==> config.mk <==
export PLATFORM = sky130hd
export DESIGN_NAME = alu_arbiter
export DESIGN_NICKNAME = d
export VERILOG_FILES = /design/src/rtl/alu_arbiter.sv
export SDC_FILE = /design/constraint.sdc
export NUM_CORES = 1
export LEC_CHECK = 0
export CORE_MARGIN = 4
export CORE_UTILIZATION = 30
export CTS_CLUSTER_DIAMETER = 50
export DETAILED_ROUTE_END_ITERATION = 10
export SYNTH_ARGS = -nofsm -noshare
export SYNTH_HDL_FRONTEND = slang
export SYNTH_SLANG_ARGS = --single-unit
export TNS_END_PERCENT = 20
==> constraint.sdc <==
create_clock -name CLK -period 2.1 [get_ports CLK]
set_clock_uncertainty 0.15 [all_clocks]
set_input_delay 0.525 -clock CLK [delete_from_list [all_inputs] [get_ports CLK]]
set_output_delay 0.525 -clock CLK [all_outputs]
set_load 0.01 [all_outputs]
==> src/rtl/alu_arbiter.sv <==
// Round-robin arbiter sharing one external 8-bit ALU between two requesters.
// Operands are held on the ALU for EXEC_CYCLES cycles before RESULT is captured.
module alu_arbiter #(
  parameter int WIDTH       = 8,
  parameter int EXEC_CYCLES = 2
) (
  input  logic             CLK,
  input  logic             RESET,
  input  logic             REQ0_VALID,
  output logic             REQ0_READY,
  input  logic [WIDTH-1:0] REQ0_DATA1,
  input  logic [WIDTH-1:0] REQ0_DATA2,
  input  logic [2:0]       REQ0_SELECT,
  output logic             RSP0_VALID,
  input  logic             RSP0_READY,
  output logic [WIDTH-1:0] RSP0_RESULT,
  output logic             RSP0_ERR,
  input  logic             REQ1_VALID,
  output logic             REQ1_READY,
  input  logic [WIDTH-1:0] REQ1_DATA1,
  input  logic [WIDTH-1:0] REQ1_DATA2,
  input  logic [2:0]       REQ1_SELECT,
  output logic             RSP1_VALID,
  input  logic             RSP1_READY,
  output logic [WIDTH-1:0] RSP1_RESULT,
  output logic             RSP1_ERR,
  output logic [WIDTH-1:0] ALU_DATA1,
  output logic [WIDTH-1:0] ALU_DATA2,
  output logic [2:0]       ALU_SELECT,
  input  logic [WIDTH-1:0] ALU_RESULT
);

  typedef enum logic [1:0] {IDLE, EXEC, RESP} state_t;

  localparam logic [3:0] CNT_LOAD = 4'(EXEC_CYCLES - 1);

  state_t           state_q, state_d;
  logic             last_grant_q, last_grant_d;
  logic             grant_q, grant_d;
  logic [3:0]       cnt_q, cnt_d;
  logic [WIDTH-1:0] alu_d1_q, alu_d1_d;
  logic [WIDTH-1:0] alu_d2_q, alu_d2_d;
  logic [2:0]       alu_sel_q, alu_sel_d;
  logic [1:0]       rsp_valid_q, rsp_valid_d;
  logic [1:0]       rsp_err_q, rsp_err_d;
  logic [WIDTH-1:0] rsp_res0_q, rsp_res0_d;
  logic [WIDTH-1:0] rsp_res1_q, rsp_res1_d;

  logic             win;
  logic             hs;
  logic [WIDTH-1:0] req_d1, req_d2;
  logic [2:0]       req_sel;
  logic             rsp_ready_g;

  // With both requesting, the one not served last time wins.
  always_comb begin
    win = 1'b0;
    if (REQ0_VALID && REQ1_VALID) win = ~last_grant_q;
    else if (REQ1_VALID)          win = 1'b1;
    REQ0_READY = (state_q == IDLE) && RESET && REQ0_VALID && !win;
    REQ1_READY = (state_q == IDLE) && RESET && REQ1_VALID && win;
    hs         = REQ0_READY || REQ1_READY;
    req_d1     = win ? REQ1_DATA1  : REQ0_DATA1;
    req_d2     = win ? REQ1_DATA2  : REQ0_DATA2;
    req_sel    = win ? REQ1_SELECT : REQ0_SELECT;
    rsp_ready_g = grant_q ? RSP1_READY : RSP0_READY;
  end

  always_comb begin
    state_d      = state_q;
    last_grant_d = last_grant_q;
    grant_d      = grant_q;
    cnt_d        = cnt_q;
    alu_d1_d     = alu_d1_q;
    alu_d2_d     = alu_d2_q;
    alu_sel_d    = alu_sel_q;
    rsp_valid_d  = rsp_valid_q;
    rsp_err_d    = rsp_err_q;
    rsp_res0_d   = rsp_res0_q;
    rsp_res1_d   = rsp_res1_q;
    case (state_q)
      IDLE: begin
        if (hs) begin
          grant_d      = win;
          last_grant_d = win;
          if (!req_sel[2]) begin
            alu_d1_d  = req_d1;
            alu_d2_d  = req_d2;
            alu_sel_d = req_sel;
            cnt_d     = CNT_LOAD;
            state_d   = EXEC;
          end else begin
            // No ALU case exists for 1xx: answer with an error and leave the ALU untouched.
            rsp_valid_d[win] = 1'b1;
            rsp_err_d[win]   = 1'b1;
            if (win) rsp_res1_d = '0;
            else     rsp_res0_d = '0;
            state_d = RESP;
          end
        end
      end
      EXEC: begin
        if (cnt_q == 4'd0) begin
          rsp_valid_d[grant_q] = 1'b1;
          rsp_err_d[grant_q]   = 1'b0;
          if (grant_q) rsp_res1_d = ALU_RESULT;
          else         rsp_res0_d = ALU_RESULT;
          state_d = RESP;
        end else begin
          cnt_d = cnt_q - 4'd1;
        end
      end
      RESP: begin
        if (rsp_ready_g) begin
          rsp_valid_d[grant_q] = 1'b0;
          state_d = IDLE;
        end
      end
      default: state_d = IDLE;
    endcase
  end

  always_ff @(posedge CLK) begin
    if (!RESET) begin
      state_q      <= IDLE;
      last_grant_q <= 1'b1;
      grant_q      <= 1'b0;
      cnt_q        <= '0;
      alu_d1_q     <= '0;
      alu_d2_q     <= '0;
      alu_sel_q    <= 3'b000;
      rsp_valid_q  <= '0;
      rsp_err_q    <= '0;
      rsp_res0_q   <= '0;
      rsp_res1_q   <= '0;
    end else begin
      state_q      <= state_d;
      last_grant_q <= last_grant_d;
      grant_q      <= grant_d;
      cnt_q        <= cnt_d;
      alu_d1_q     <= alu_d1_d;
      alu_d2_q     <= alu_d2_d;
      alu_sel_q    <= alu_sel_d;
      rsp_valid_q  <= rsp_valid_d;
      rsp_err_q    <= rsp_err_d;
      rsp_res0_q   <= rsp_res0_d;
      rsp_res1_q   <= rsp_res1_d;
    end
  end

  assign ALU_DATA1   = alu_d1_q;
  assign ALU_DATA2   = alu_d2_q;
  assign ALU_SELECT  = alu_sel_q;
  assign RSP0_VALID  = rsp_valid_q[0];
  assign RSP1_VALID  = rsp_valid_q[1];
  assign RSP0_ERR    = rsp_err_q[0];
  assign RSP1_ERR    = rsp_err_q[1];
  assign RSP0_RESULT = rsp_res0_q;
  assign RSP1_RESULT = rsp_res1_q;

endmodule

# Yosys cells after proc, flatten, opt, wreduce, memory -nomap -nowiden
# Index checks and enable logic that the tools add are counted.
dict set report op_classes {
  n_eq_ne 12
  n_addsub 1
  n_reduce_logical 22
  n_mux 40
  n_lt_le_gt_ge 4
  bitwise 8
}
# operator count
set op_table {}
lappend op_table {{two-way mux 8 bit} 12}
lappend op_table {{case mux 8 bit (2 select lines)} 2}
lappend op_table {{two-way mux 2 bit} 11}
lappend op_table {{!= test 2 bit, second input constant} 10}
lappend op_table {{two-way mux 4 bit} 3}
lappend op_table {{case mux 2 bit (3 select lines)} 2}
lappend op_table {{AND reduction 6 bit} 2}
lappend op_table {{logical AND 1 bit} 8}
lappend op_table {{case mux 4 bit (2 select lines)} 1}
lappend op_table {{AND reduction 4 bit} 2}
lappend op_table {{OR 2 bit} 3}
lappend op_table {{AND reduction 3 bit} 2}
lappend op_table {{two-way mux 1 bit} 5}
lappend op_table {{AND reduction 5 bit} 1}
lappend op_table {{AND 2 bit} 2}
lappend op_table {{zero test 4 bit} 1}
lappend op_table {{< comparator 1 x 2 -> 1 bit, second input constant} 2}
lappend op_table {{case mux 2 bit (2 select lines)} 1}
lappend op_table {{subtractor 4 x 1 -> 4 bit, second input constant} 1}
lappend op_table {{two-way mux 3 bit} 1}
lappend op_table {{nonzero test 3 bit} 1}
lappend op_table {{demux 1 bit (select 1 bit)} 2}
lappend op_table {{== test 2 x 1 -> 1 bit, second input constant} 1}
lappend op_table {{== test 2 bit, second input constant} 1}
lappend op_table {{other kinds (8)} 10}
dict set report totals {
  reg_bits 46
  in_bits 52
}

# Logic depth before layout (Yosys ltp)
# Gate-level depths: netlist of the first run.
dict set report depth {
  depth_word 10
  depth_mapped 9
}

# Worst setup path after synthesis of the first run
# OpenSTA, ideal clock, no wires.
dict set report synth_path {
  kind {input -> output}
  start {in RESET}
  end {out REQ1_READY}
  setup_slack_ns 0.062
  arrival_ns 1.363
  required_ns 1.425
  cell_stages 3
  n_path_buf 2
  path_cell_list {buf_6 clkdlybuf4s50_2 and3_1}
}
dict set report synth_via {
  elab_chain_len 3
}
# element line
set synth_rtl {}
lappend synth_rtl {{start: declaration} 8} ;# input logic RESET,
lappend synth_rtl {{logical AND 1 bit (3 in series)} 61} ;# REQ1_READY = (state_q == IDLE) && RESET && REQ1_VALID && win;
lappend synth_rtl {{end: declaration} 19} ;# output logic REQ1_READY,
# No other way between the ends.

# Worst setup path after layout of the first run
dict set report layout_path {
  start {reg cnt_q[1]}
  end {reg rsp_res0_q[4] (netlist: RSP0_RESULT[4])}
}
dict set report layout_via {
  elab_chain_len 3
}
# element line
set layout_rtl {}
lappend layout_rtl {{start: declaration} 40} ;# logic [3:0] cnt_q, cnt_d;
lappend layout_rtl {{start signal: assignment} 140} ;# cnt_q <= cnt_d;
lappend layout_rtl {{zero test 4 bit} 103} ;# if (cnt_q == 4'd0) begin
lappend layout_rtl {{!= test 2 bit (no line)} n/a}
lappend layout_rtl {{AND reduction 6 bit (no line)} n/a}
lappend layout_rtl {{end signal: assignment} 146} ;# rsp_res0_q <= rsp_res0_d;
lappend layout_rtl {{end: declaration} 46} ;# logic [WIDTH-1:0] rsp_res0_q, rsp_res0_d;
# No other way between the ends.
# A chain may end at the register's enable or synchronous reset.

==> reports/qor.csv, run 1 <==
stage,metric,value,unit
synth,Synth area leaders,"dfxtp_1 (41%), mux2i_1 (8.9%), o211a_1 (8.0%)",
drt,detailed-route vias per instance,4.687,
sta,Setup Viol. Count Final,0,
die,width of the die,94.72,um
critical_path,Critical R2R Capture,RSP0_RESULT[4],
power_and_ir_drop,Sequential Power Share,44.4,%
layout,Area Growth Syn to Fin,54.96,%
synth,most frequent cell after synthesis,dfxtp_1,
clock_network,"Reg clk slew, reported paths",0.08,ns
synth,Synth Net Count,282,
outcome,outcome,"complete, no violations",
synth,commonest cells in the netlist,"dfxtp_1 (46), nand2_1 (34), mux2i_1 (20)",
sta,setup ws final,0.09967,ns
die,row cnt,31,
clock_network,Clock Sinks,46,
global_route,first-pass GRT wire length,8769,um
placement,dpl hpwl,4261,um
run,Max Cap Viol,0,
power_and_ir_drop,Comb pwr share,33.1,%
drt,vias post-DR,2020,
die,die height,94.72,um
clock_network,CTS tree,built,
power_and_ir_drop,switching portion of total power,29.31,%
synth,sequential cell area fraction in the yosys report,40.82,%
global_route,GRT Total Usage,12.45,%
synth,top-area cell type share of the netlist area,40.82,%
synth,"EDFF count, synth",0,
worst_hold_path,Worst Hold Launch,RSP0_RESULT[6],
synth,post-synth cell types,45,
global_route,initial antenna violation count,0,
critical_path,r2r startpoint,cnt_q[1],
placement,Place WS,-0.5643,ns
clock_network,cts bufs inserted,5,
critical_path,startpoint type of the worst setup path,flip-flop,
power_and_ir_drop,Peak VDD IR,0.2945,mV
global_route,pin count of the biggest net entering global routing,37,
synth,asr flop ratio synth,0,%
critical_path,CP Max Fanout,8,
sta,Hold Fails Final Rpt,0,
drt,DRT iter0 DRCs,68,
clock_network,CTS HTree Levels,2,
power_and_ir_drop,Sw Pwr,0.6681,mW
clock_network,Max Root-Sink Buffers,2,
global_route,gr ovfl total,0,
sta,RSZ-0062 raised after global routing,yes,
power_and_ir_drop,PwrDens,652.0,nW/um^2
die,initial core utilization,30.94,%
synth,post-synthesis instance total,228,
layout,ant diodes,0,
drt,Detailed Routing Iterations Pass 1,4,
die,core area,7292,sq um
worst_hold_path,hold path cells,1,
sta,Final period util,95.25,%
synth,Post-Synthesis Cell Area,2256,sq um
global_route,vias in the first global route,1902,
power_and_ir_drop,leak pwr,1.451,nW
critical_path,Setup crit end kind,flip-flop,
die,DIE AREA,8971,sq um
critical_path,Worst EP arrival,2.04,ns
die,io pins,93,
drt,remaining antenna violation count after routing,0,
synth,Syn. warnings,0,
clock_network,later-pin clock latency in the skew report,0.29,ns
layout,# nets final,386,
sta,max-slew violation count,0,
synth,Syn Area/Cell,9.894,sq um
placement,routability cong.,0.7612,
power_and_ir_drop,Clk network pwr share,22.4,%
power_and_ir_drop,Int Power,1.611,mW
drt,Residual DRC,0,
drt,Detailed Route WL,5687,um
critical_path,R2R setup slack,0.1,ns
synth,Main synth FF type,dfxtp_1,
worst_hold_path,hold endpoint,RSP0_RESULT[6],
critical_path,Critical Path Source,cnt_q[1],
clock_network,Root Driver,clkbuf_8,
placement,# port buffers,91,
critical_path,r2r worst-path depth,8,
power_and_ir_drop,total power,2.279,mW
sta,Fmax achieved,499.9,MHz
layout,layout cell share with drive strength beyond 1,20.18,%
critical_path,Setup CP Type,flip-flop to flip-flop,
drt,Routed WL per cell,13.19,um
clock_network,CTS Hold Bufs,0,
synth,Synth area leader,dfxtp_1,
synth,Seq cells post-synth,46,
sta,min Tclk post-route,2.000,ns
critical_path,WP data required,2.14,ns
worst_hold_path,HP Class,flip-flop to flip-flop,
-- repair_timing --
item,CTS,global route
pin swaps,0,5
endpoints found under the setup margin,32,16
gates resized for setup,17,14
hold endpoints to repair,0,0
buffers inserted,1,2
-- cells in the final DEF, fill, tap and decap left out, types with 2 or more instances in the layout --
| master | Yosys | layout |
|---|---|---|
| clkbuf_8 | 2 | 5 |
| nand3b_1 | 2 | 2 |
| nand3_1 | 14 | 14 |
| nand2_1 | 34 | 34 |
| a21boi_2 | 9 | 8 |
| nor2_1 | 6 | 6 |
| and2_1 | 3 | 3 |
| dfxtp_1 | 46 | 44 |
| a32o_1 | 2 | 2 |
| mux2i_1 | 20 | 20 |
| inv_1 | 5 | 3 |
| o21ai_0 | 6 | 5 |
| o2bb2ai_1 | 8 | 2 |
| buf_12 | 0 | 3 |
| a21oi_1 | 3 | 3 |
| inv_2 | 0 | 2 |
| o211a_1 | 18 | 18 |
| dlygate4sd2_1 | 0 | 3 |
| buf_4 | 2 | 21 |
| a211oi_1 | 2 | 2 |
| o2bb2ai_2 | 0 | 6 |
| or2b_2 | 8 | 8 |
| nor2b_1 | 2 | 2 |
| dfxtp_2 | 0 | 2 |
| clkdlybuf4s50_1 | 0 | 86 |
-- critical path, cell delays in order (launching register included) --
cell	delay [ns]
dfxtp_2	0.33
inv_2	0.08
ha_4	0.12
or3b_4	0.39
or3b_1	0.38
o21ai_1	0.08
a21boi_1	0.08
buf_4	0.18
o2bb2ai_2	0.12
-- stage by stage --
stage / hold WS (ns) / instances / setup TNS (ns) / area [sq um] / util (%)
floorplan: 0.2930 / 228 / 0 / 2256 / -
global placement: 0.2961 / 421 / -14.24 / 3329 / 45.66
detailed placement: 0.2980 / 421 / -16.01 / 3329 / 45.66
CTS: 0.3198 / 429 / 0 / 3426 / 46.98
global route: 0.3398 / 431 / -0.2567 / 3496 / 47.94
finish: 0.3197 / 431 / 0 / 3496 / 47.94
-- registers in the layout, summed over array words and instances, names as in the netlist --
signal / flops
rsp_valid_q: 2
ALU_DATA2: 8
last_grant_q: 1
ALU_SELECT: 2
state_q: 2
RSP1_RESULT: 8
grant_q: 1
rsp_err_q: 2
ALU_DATA1: 8
RSP0_RESULT: 8
cnt_q: 4
-- area by class of cell --
type / count / area, sq um
well taps: 99 / 123.9
multi-input cells: 160 / 1240
fillers: 740 / 3796
inverters: 5 / 18.77
clock inverters: 1 / 7.507
repair buffers: 114 / 1110
clock buffers: 6 / 72.57
flip-flops and latches: 46 / 923.4
-- layer usage --
metal | global-route usage [%] | up-vias | wire, um
met5 | 0 | - | 0
met4 | 3.245 | 0 | 61
met3 | 6.534 | 5 | 724
met2 | 19.08 | 82 | 2420
met1 | 15.31 | 915 | 2480
li1 | - | 1018 | -
-- worst max path at each step --
stage          slack (ns)  depth (start not counted)             end
6_report              0.1                          8  RSP0_RESULT[4]
5_1_grt             -0.04                          8  RSP0_RESULT[4]
4_1_cts              0.02                          8  RSP0_RESULT[4]
3_5_place_dp        -0.56                          4      REQ1_READY
3_3_place_gp        -0.53                          4      REQ1_READY
2_1_floorplan        0.06                          3      REQ1_READY
-- logic make-up (layout without fill, tap and decap cells) --
| group | Yosys count | after routing | synth area share [%] |
|---|---|---|---|
| other | 1 | 1 | 0.1662 |
| XOR/XNOR | 1 | 1 | 0.3883 |
| AND/OR/NAND/NOR | 78 | 78 | 18.19 |
| flip-flops | 46 | 46 | 40.82 |
| multiplexers | 20 | 20 | 8.874 |
| adder cells (fa/ha/maj) | 2 | 2 | 1.109 |
| AO/OA/AOI/OAI | 58 | 58 | 23.57 |
| buffers and inverters | 22 | 126 | 6.877 |
-- power by group through the flow --
stage                     clock, mW  combinational (mW)  sequential [mW]
after detailed placement          0               0.723             1.03
after floorplan                   0               0.378             1.04
after CTS                     0.539               0.729             1.01
after global routing          0.572               0.833             1.02
final                         0.512               0.755             1.01
after global placement            0               0.721             1.02
No activity file was read; power rests on OpenSTA's default activity.
==> run 2: changes to the inputs <==
--- a/config.mk
+++ b/config.mk
@@ -6,9 +6,10 @@
 export NUM_CORES = 1
 export LEC_CHECK = 0
 export CORE_MARGIN = 4
-export CORE_UTILIZATION = 30
+export CORE_UTILIZATION = 39
 export CTS_CLUSTER_DIAMETER = 50
 export DETAILED_ROUTE_END_ITERATION = 10
+export PLACE_DENSITY = 0.77
 export SYNTH_ARGS = -nofsm -noshare
 export SYNTH_HDL_FRONTEND = slang
 export SYNTH_SLANG_ARGS = --single-unit
==> run 2 against run 1 <==
Count of clock-buffer cells in the layout fell by 1. Die area fell by 21%. Sequential power barely moved. Worst setup slack got worse by 0.048 ns.
==> reports/qor.csv, run 2 (synthesis results as in run 1) <==
stage,metric,value,unit,change
outcome,outcome,"complete, no violations",,
placement,# port buffers,91,,unchanged
die,DIE AREA,7065,sq um,-21%
power_and_ir_drop,PwrDens,705.8,nW/um^2,+8.2%
die,io pins,93,,unchanged
layout,register area,920.9,sq um,-0.27%
power_and_ir_drop,Clk network pwr share,27.5,%,+5.1 points
clock_network,Max Root-Sink Buffers,2,,unchanged
drt,Residual DRC,0,,unchanged
sta,Setup Viol. Count Final,0,,unchanged
drt,Detailed Route WL,5352,um,-5.9%
sta,max-slew violation count,0,,unchanged
die,core area,5574,sq um,-24%
sta,Hold Fails Final Rpt,0,,unchanged
clock_network,CTS tree,built,,
die,width of the die,84.06,um,-11%
critical_path,Setup crit end kind,output port,,
layout,"most common cell after layout, fill and taps aside",clkdlybuf4s50_1,,
clock_network,CTS HTree Levels,2,,unchanged
critical_path,startpoint type of the worst setup path,input port,,
power_and_ir_drop,leak pwr,1.431,nW,-1.4%
clock_network,Clock Sinks,46,,unchanged
sta,Final period util,97.54,%,+2.3 points
clock_network,"Reg clk slew, reported paths",0.09,ns,about the same
die,row cnt,27,,-13%
global_route,pin count of the biggest net entering global routing,33,,-11%
run,Max Cap Viol,0,,unchanged
sta,min Tclk post-route,2.048,ns,+0.04810 ns
drt,Routed WL per cell,13.41,um,+1.7%
critical_path,Worst EP arrival,1.37,ns,-0.67 ns
power_and_ir_drop,Int Power,1.722,mW,+6.9%
layout,ant diodes,0,,unchanged
layout,Final Core Density,61.23,%,+13 points
critical_path,WP data required,1.42,ns,-0.72 ns
layout,Fillers,478,,-35%
global_route,gr ovfl total,0,,unchanged
global_route,GRT Total Usage,15.21,%,+2.8 points
global_route,initial antenna violation count,0,,unchanged
layout,most frequent cells in the layout,"clkdlybuf4s50_1 (86), dfxtp_1 (46), nand2_1 (34), mux2i_1 (20), o211a_1 (18)",,
clock_network,Root Driver,clkbuf_8,,
sta,RSZ-0062 raised after global routing,no,,
power_and_ir_drop,Sequential Power Share,41.8,%,-2.6 points
critical_path,Buf/Inv on CP,2,,unchanged
sta,Fmax achieved,488.2,MHz,-2.3%
die,die height,84.06,um,-11%
critical_path,Setup CP Type,input port to output port,,
drt,detailed-route vias per instance,5.068,,+8.1%
power_and_ir_drop,switching portion of total power,28.53,%,-0.79 points
layout,layout cell share with drive strength beyond 1,17.13,%,-3.1 points
power_and_ir_drop,total power,2.409,mW,+5.7%
power_and_ir_drop,Sw Pwr,0.6872,mW,+2.9%
layout,# nets final,380,,-1.6%
drt,remaining antenna violation count after routing,0,,unchanged
critical_path,CP Max Fanout,5,,-3
power_and_ir_drop,Peak VDD IR,0.3419,mV,+16%
global_route,vias in the first global route,1956,,+2.8%
critical_path,"CP delay by family, top",buffers and inverters,,
die,initial core utilization,40.47,%,+9.5 points
clock_network,cts bufs inserted,5,,unchanged
drt,DRT iter0 DRCs,72,,+5.9%
placement,dpl hpwl,4118,um,-3.4%
layout,Area Growth Syn to Fin,51.30,%,
layout,multi-input logic area,1204,sq um,-2.9%
global_route,first-pass GRT wire length,8859,um,+1.0%
clock_network,later-pin clock latency in the skew report,0.30,ns,about the same
critical_path,critical path's largest stage delay,0.30,ns,-0.09 ns
critical_path,CP Cell Sequence,dlygate4sd2_1 -> a21boi_4 -> and3_4 -> buf_6,,
power_and_ir_drop,Comb pwr share,30.7,%,-2.4 points
worst_hold_path,HP Class,flip-flop to flip-flop,,
critical_path,"Slowest-stage cell, CP",dlygate4sd2_1,,
drt,vias post-DR,2022,,+0.099%
placement,routability cong.,0.7741,,+1.7%
drt,Detailed Routing Iterations Pass 1,4,,unchanged
==> run 2: changes by cell type in the layout (fill, tap and decap cells not counted), moves of 2 or more <==
| cell | previous run | this run |
|---|---|---|
| o2bb2ai_2 | 6 | 0 |
| dfxtp_1 | 44 | 46 |
| buf_6 | 0 | 2 |
| buf_4 | 21 | 13 |
| dfxtp_2 | 2 | 0 |
| o2bb2ai_1 | 2 | 8 |
==> run 2: routing by layer <==
metal	vias to the layer above	track usage [%]	wire length (um)
li1	1007	-	-
met1	926	18.35	2299
met2	83	23.53	2320
met3	6	7.897	672
met4	0	4.386	60
met5	-	0	0
==> run 2: layout make-up <==
type                       count  area share [%]
timing repair buffer         108           31.27
sequential                    46           26.98
inverter                       5          0.5499
clock buffer                   5           2.016
tap                           72           2.639
clock inverter                 3           1.283
multi-input combinational    160           35.26
==> run 2: power by group through the flow <==
stage,Sequential [mW],Combinational [mW],Clock (mW)
after floorplan,1.04,0.378,0
after global placement,1.02,0.712,0
after detailed placement,1.02,0.720,0
after CTS,1.01,0.726,0.680
after global routing,1.02,0.808,0.713
final,1.01,0.739,0.662
==> run 2: through the flow <==
step / cells / setup TNS [ns] / instance area (sq um) / hold WS (ns) / setup slack, ns
final: 399 / 0 / 3413 / 0.3169 / 0.05156
after global routing: 399 / 0 / 3413 / 0.3354 / 0.001530
after CTS: 399 / 0 / 3402 / 0.3223 / 0.05307
after detailed placement: 391 / -19.90 / 3281 / 0.2979 / -0.5899
after global placement: 391 / -17.94 / 3281 / 0.2936 / -0.5580
after floorplan: 228 / 0 / 2256 / 0.2930 / 0.06203
==> run 2: repair_timing <==
item / in CTS / in global routing
pin swaps: 0 / 1
resized for setup: 17 / 4
setup endpoints to repair: 41 / 13
setup buffers: 0 / 0
hold buffers: 0 / 0
==> run 2: worst paths after layout <==
path / from / endpoint / slack (ns) / cells past startpoint
min: RSP0_RESULT[0] / RSP0_RESULT[0] / 0.32 / 1
min reg2reg: RSP0_RESULT[0] / RSP0_RESULT[0] / 0.32 / 1
max: REQ0_VALID / REQ1_READY / 0.05 / 4
max reg2reg: cnt_q[0] / RSP0_RESULT[4] / 0.10 / 7
==> run 3: changes to the inputs <==
--- a/config.mk
+++ b/config.mk
@@ -10,6 +10,7 @@
 export CTS_CLUSTER_DIAMETER = 50
 export DETAILED_ROUTE_END_ITERATION = 10
 export PLACE_DENSITY = 0.77
+export SETUP_SLACK_MARGIN = 0.1
 export SYNTH_ARGS = -nofsm -noshare
 export SYNTH_HDL_FRONTEND = slang
 export SYNTH_SLANG_ARGS = --single-unit
==> run 3 against run 2 <==
Global-route usage grew 0.48 points. Largest power group unchanged. Clock power shrank 22%. Sequential power is essentially flat. Routed wire length grew 4.8%. First-iteration DRC count grew 13%. Hold slack is essentially flat. Count of clock-buffer cells in the layout grew 1. Die area is the same. Fmax grew 3.6%. Utilization grew 0.52 points.
==> reports/qor.csv, run 3 (synthesis results as in run 1) <==
stage,metric,value,unit,change
power_and_ir_drop,PwrDens,665.4,nW/um^2,-5.7%
critical_path,CP Max Fanout,6,,+1
sta,max-slew violation count,0,,unchanged
critical_path,critical path's largest stage delay,0.27,ns,-0.03 ns
worst_hold_path,hold endpoint,RSP0_RESULT[0],,
global_route,first-pass GRT wire length,9011,um,+1.7%
drt,remaining antenna violation count after routing,0,,unchanged
layout,Area Growth Syn to Fin,52.58,%,
drt,DRT iter0 DRCs,81,,+13%
critical_path,CP Cell Sequence,dlygate4sd2_1 -> a21boi_4 -> buf_4 -> buf_4 -> o221ai_2 -> a21oi_1 -> buf_4 -> a21bo_2 -> a21oi_1,,
sta,min Tclk post-route,1.978,ns,-0.07032 ns
critical_path,Worst EP arrival,2.05,ns,+0.68 ns
clock_network,"Reg clk slew, reported paths",0.08,ns,about the same
placement,placed inst area,3293,sq um,+0.38%
drt,detailed-route vias per instance,5.017,,-0.99%
critical_path,r2r startpoint,cnt_q[1],,
global_route,GRT Total Usage,15.69,%,+0.48 points
worst_hold_path,hold path cells,1,,unchanged
drt,Detailed Routing Iterations Pass 1,4,,unchanged
clock_network,Max Root-Sink Buffers,2,,unchanged
critical_path,R2R setup slack,0.13,ns,+0.03 ns
layout,design area,3442,sq um,+0.84%
critical_path,Setup CP Type,input port to flip-flop,,
placement,dpl hpwl,4226,um,+2.6%
clock_network,Clock Sinks,46,,unchanged
drt,vias post-DR,2022,,unchanged
sta,Hold Fails Final Rpt,0,,unchanged
critical_path,r2r worst-path depth,8,,+1
drt,Routed WL per cell,13.92,um,+3.8%
critical_path,startpoint type of the worst setup path,input port,,
layout,layout cell share with drive strength beyond 1,19.64,%,+2.5 points
drt,Detailed Route WL,5611,um,+4.8%
die,width of the die,84.06,um,unchanged
global_route,gr ovfl total,0,,unchanged
sta,RSZ-0062 raised after global routing,yes,,
critical_path,"Slowest-stage cell, CP",o221ai_2,,
global_route,pin count of the biggest net entering global routing,37,,+12%
global_route,initial antenna violation count,0,,unchanged
sta,final hold slack,0.3172,ns,+0.0002160 ns
sta,Final period util,94.20,%,-3.3 points
clock_network,cts bufs inserted,5,,unchanged
clock_network,CTS tree,built,,
worst_hold_path,HP Class,flip-flop to flip-flop,,
die,DIE AREA,7065,sq um,unchanged
run,Max Cap Viol,0,,unchanged
power_and_ir_drop,Peak VDD IR,0.3282,mV,-4.0%
power_and_ir_drop,leak pwr,1.439,nW,+0.60%
clock_network,CTS HTree Levels,2,,unchanged
placement,Place WS,-0.5548,ns,+0.03503 ns
layout,# nets final,385,,+1.3%
critical_path,Most common cell on crit path,buf_4,,
critical_path,Setup crit end kind,flip-flop,,
critical_path,"CP delay by family, top",compound AO/OA/AOI/OAI gates,,
die,die height,84.06,um,unchanged
critical_path,Buf/Inv on CP,4,,+2
sta,Setup Viol. Count Final,0,,unchanged
placement,# port buffers,91,,unchanged
outcome,outcome,"complete, no violations",,
worst_hold_path,Worst Hold Launch,RSP0_RESULT[0],,
die,row cnt,27,,unchanged
clock_network,later-pin clock latency in the skew report,0.29,ns,about the same
placement,routability cong.,0.8312,,+7.4%
critical_path,WP data required,2.17,ns,+0.75 ns
die,core area,5574,sq um,unchanged
sta,setup ws final,0.1219,ns,+0.07032 ns
die,initial core utilization,40.47,%,unchanged
global_route,vias in the first global route,1953,,-0.15%
layout,most frequent cells in the layout,"clkdlybuf4s50_1 (86), dfxtp_1 (44), nand2_1 (33), mux2i_1 (20), buf_4 (19)",,
critical_path,Critical R2R Capture,RSP0_RESULT[1],,
layout,ant diodes,0,,unchanged
die,io pins,93,,unchanged
drt,Residual DRC,0,,unchanged
clock_network,Root Driver,clkbuf_8,,
layout,"most common cell after layout, fill and taps aside",clkdlybuf4s50_1,,
sta,Fmax achieved,505.5,MHz,+3.6%
[run 3: cell types whose count changed in the layout (fill, tap and decap cells not counted), sizes merged]
cell | before | now
clkinv | 1 | 0
inv | 6 | 5
clkinvlp | 0 | 1
bufinv | 1 | 0
buf | 19 | 24
clkbuf | 5 | 6
[run 3: final cells by class]
type                            count  area [sq um]
Sequential cell                    46         923.4
Tap cell                           72         90.09
Timing Repair Buffer              113          1101
Clock inverter                      1         7.507
Fill cell                         522          2132
Multi-Input combinational cell    160          1229
Inverter                            5         18.77
Clock buffer                        6         72.57
[run 3: worst max-delay path by stage]
stage | start | to | cells after the start
4_1_cts | cnt_q[0] | RSP0_RESULT[1] | 8
3_3_place_gp | REQ1_VALID | REQ1_READY | 4
5_1_grt | cnt_q[1] | RSP0_RESULT[1] | 8
3_5_place_dp | REQ1_VALID | REQ1_READY | 4
2_1_floorplan | REQ1_VALID | REQ1_READY | 3
6_report | REQ1_VALID | cnt_q[2] | 9
[run 3: what timing repair did]
item | 4_1_cts | 5_1_grt
setup buffers | 1 | 2
resized for setup | 16 | 12
setup endpoints to repair | 41 | 22
pin swaps | 2 | 3
hold buffers | 0 | 0
[run 3: per-layer routing]
| layer | track usage (%) | share of wire, % |
|---|---|---|
| met3 | 8.391 | 12 |
| met5 | 0 | 0 |
| met2 | 24.03 | 44 |
| met4 | 5.702 | 1.5 |
| met1 | 18.50 | 42 |
[run 3: where the power goes]
part           internal (mW)  switching, mW
Combinational          0.429          0.335
Sequential             0.956         0.0562
Clock                  0.229          0.286
[run 3: through the flow]
stage | setup TNS (ns) | power [mW] | utilization, % | instances
finish | 0 | 2.291 | 61.75 | 403
global route | 0 | 2.437 | 61.75 | 403
CTS | 0 | 2.277 | 60.79 | 401
detailed placement | -14.11 | 1.752 | 59.08 | 393
global placement | -13.91 | 1.741 | 59.08 | 393
floorplan | 0 | 1.422 | - | 228
